==> config.mk <==
export PLATFORM = sky130hd
export DESIGN_NAME = lane_compare
export DESIGN_NICKNAME = d
export VERILOG_FILES = /design/src/rtl/wb_chk_pkg.sv /design/src/rtl/wb_result_checker_lane_compare.sv
export SDC_FILE = /design/constraint.sdc
export NUM_CORES = 1
export LEC_CHECK = 0
export ABC_AREA = 1
export CAP_MARGIN = 20
export CORE_AREA = 2 2 102 104
export DETAILED_ROUTE_END_ITERATION = 12
export DIE_AREA = 0 0 104 106
export DONT_BUFFER_PORTS = 1
export GPL_ROUTABILITY_DRIVEN = 0
export GPL_TIMING_DRIVEN = 0
export MAX_ROUTING_LAYER = met4
export PLACE_DENSITY = 0.43
export RECOVER_POWER = 25
export SYNTH_ARGS = -nofsm -noshare
export SYNTH_HDL_FRONTEND = slang
export SYNTH_SLANG_ARGS = --single-unit
==> constraint.sdc <==
create_clock -name vclk -period 0.8
set_clock_uncertainty 0.05 [all_clocks]
set_input_delay 0.16 -clock vclk [all_inputs]
set_output_delay 0.16 -clock vclk [all_outputs]
set_load 0.05 [all_outputs]
==> src/rtl/wb_chk_pkg.sv <==
// Shared types and default sizing for the writeback result checker.
package wb_chk_pkg;

    localparam int DEF_DATA_W = 128;
    localparam int DEF_LANE_W = 16;
    localparam int DEF_DEPTH  = 64;

    typedef enum logic [1:0] {
        ST_IDLE = 2'd0,
        ST_RUN  = 2'd1,
        ST_DONE = 2'd2
    } chk_state_e;

endpackage

==> src/rtl/wb_result_checker_lane_compare.sv <==
// Combinational per-lane inequality between two result words.
module lane_compare
    import wb_chk_pkg::*;
#(
    parameter int DATA_W = DEF_DATA_W,
    parameter int LANE_W = DEF_LANE_W
) (
    input  logic [DATA_W-1:0]        a,
    input  logic [DATA_W-1:0]        b,
    output logic [DATA_W/LANE_W-1:0] mismatch
);

    localparam int NL = DATA_W / LANE_W;

    // One mismatch bit per lane, lane 0 in the least significant bits
    always_comb begin
        mismatch = '0;
        for (int i = 0; i < NL; i++) begin
            mismatch[i] = (a[i*LANE_W +: LANE_W] != b[i*LANE_W +: LANE_W]);
        end
    end

endmodule

==> qor.txt <==
Ports -> 264
simple-gate area share of the yosys netlist -> 71.49%
Peak Freq -> 1030 MHz
Tightest Hold Check Type -> input port to output pin
data required time at the worst endpoint -> 0.59 ns
count of max-cap constraint violations -> 0
failing checks -> negative setup slack
number of buffers added to fix hold violations after cts -> 0
antenna violations before repair -> 0
horizontal die dimension -> 104 µm
pin slew with the least headroom to its limit -> 0.1697 ns
vias in the first global route -> 3252
Initial Util -> 26.46%
Post-Synth XOR/XNOR Area -> 0%
vertical die dimension -> 106 µm
Max Fanout on Critical Path -> 2
warning count from the yosys run -> 0
setup repair after global routing missed its margin -> true
maximum resistive drop on vdd -> 0.09694 mV
Leak Pwr -> 2.465 nW
number of max-slew violations in the final report -> 0
slowest stage delay, CP -> 0.14 ns
critical path start-end classification -> input port to output pin
n_diodes -> 0
global route overflow -> 0
die outline area -> 11020 µm²
compound-gate portion of the synthesized area -> 0%
first element of the critical path -> b[11]
CP Cell Sequence -> nor2_2, nor2_1, nor2_2, nand2_1, nor2_4, nand2_4
post-place setup slack -> -0.2936 ns
ratio of cells with drive above 1 in the final layout -> 18.87%
overall via count from detail_route -> 3449
area taken by multi-input logic gates -> 2352 µm²
post-synthesis cell count -> 705
final period demand of the worst path -> 0.9712 ns
sequential cells -> 0
smallest setup slack after layout -> -0.1712 ns
number of distinct standard cells referenced by the synthesized netlist -> 3
worst-case headroom to the max-slew limit -> 88.68%
Syn Std Cell Area -> 2646 µm²
Avg Cell Area, Syn -> 3.754 µm²
crit-path most repeated cell -> sky130_fd_sc_hd__nor2_2
instance area at placement -> 2949 µm²
count of unresolved DRC violations after routing -> 0
end-of-flow core utilization -> 33.17%
HPWL Detailed -> 6934 µm
Routed Wire Length -> 7481 µm
synthesized-area fraction occupied by adder cells -> 0%
number of failing setup endpoints in the final timing report -> 8
Post-Syn Nets -> 961
global router's overall resource usage -> 13.22%
Critical Path Start Type -> input port
detail-routed via count per cell -> 4.101
worst setup path end -> mismatch[0]
Cell Pwr Density -> 310.2 nW/µm²
pin count of the biggest net entering global routing -> 3
number of design-rule violations left by the first detailed-router iteration -> 168
clkbuf count -> 0
final design area excluding fillers -> 3317 µm²
Critical Path AT -> 0.76 ns
ranking of synthesized cells by area -> sky130_fd_sc_hd__nand2_1 45%, sky130_fd_sc_hd__inv_1 29%, sky130_fd_sc_hd__nor2_1 27%
largest family of logic cells by synthesized area -> simple AND/OR/NAND/NOR gates
fill count -> 1177
post-DR wirelength/cell -> 8.895 µm
register area share after synthesis -> 0%
area used by sequential logic in the layout -> 0 µm²
Crit. End Element -> output pin
core area -> 10000 µm²
total iterations of the first detailed-routing run -> 4
run status -> complete, but fails checks
placement row count -> 37
global-route wire length before repair -> 12520 µm
Yosys top cell by area -> sky130_fd_sc_hd__nand2_1
count of buffers inserted at the top-level ports -> 0
Antenna Violating Nets Remaining -> 0
multiplexer fraction of the synthesized cell area -> 0%
total count of hold-check failures in the final report -> 0
period utilisation layout -> 121.4%
Slowest cell on crit path -> sky130_fd_sc_hd__nor2_4
setup tns final -> -1.219 ns
area share of the largest cell type after synthesis -> 44.54%
count of nets after finishing -> 963
relative area change from synthesis to final layout -> 25.34%
==> layout by cell type (no fill, tap or decap) <==
cell type	n
sky130_fd_sc_hd__nand2_4	8
sky130_fd_sc_hd__inv_2	17
sky130_fd_sc_hd__nand2_2	33
sky130_fd_sc_hd__nand2_1	273
sky130_fd_sc_hd__inv_1	172
sky130_fd_sc_hd__nor2_2	31
sky130_fd_sc_hd__nor2_1	127
sky130_fd_sc_hd__nor2_4	32
sky130_fd_sc_hd__inv_8	2
sky130_fd_sc_hd__inv_4	10
==> per-stage QoR <==
stage                     power (mW)  hold slack [ns]  std cells
after global routing           1.241           0.6642        841
after detailed placement      0.9171           0.6885        841
after global placement        0.8920           0.6929        841
after CTS                     0.9530           0.6320        841
final                          1.029           0.6291        841
after floorplan               0.8068           0.6641        705
==> critical path, delay by kind of cell <==
kind	cells	cell delay (ns)
AND/OR/NAND/NOR	6	0.60
==> per-layer routing <==
layer | share of wire, % | vias to the layer above | GRT usage (%)
li1 | - | 1917 | -
met1 | 34 | 1354 | 13.92
met2 | 52 | 158 | 25.52
met3 | 11 | 20 | 2.146
met4 | 3.1 | 0 | 3.571
met5 | 0 | - | -
==> cell type report <==
cell class	count	area share [%]
multi-input combinational	504	70.92
tap	136	5.130
inverter	201	23.95
==> cell families (layout without fill, tap and decap cells) <==
kind of cell           Yosys count  count (layout)
buffers and inverters          201             201
and+or+nand+nor                504             504
==> cells in the mapped netlist, drive strengths merged <==
cell     n
nand2  314
inv    201
nor2   190
==> worst min-delay path by stage <==
stage,startpoint,to,slack (ns),depth (start not counted)
after floorplan,b[20],mismatch[1],0.66,6
after global placement,b[55],mismatch[3],0.69,6
after detailed placement,b[20],mismatch[1],0.69,6
after CTS,b[122],mismatch[7],0.63,6
after global routing,b[55],mismatch[3],0.66,6
final,b[7],mismatch[0],0.63,6
==> repair_timing <==
| action | 4_1_cts | 5_1_grt |
|---|---|---|
| endpoints found under the setup margin | 8 | 8 |
| setup buffers | 0 | 0 |
| pin swaps | 45 | 102 |
| gates resized for setup | 46 | 106 |
==> where the power goes <==
part | total, mW | switching, mW | internal (mW)
clock network | 0 | 0 | 0
logic | 1.03 | 0.525 | 0.504
registers | 0 | 0 | 0
total | 1.03 | 0.525 | 0.504
Power figures use the tool's default switching activity.
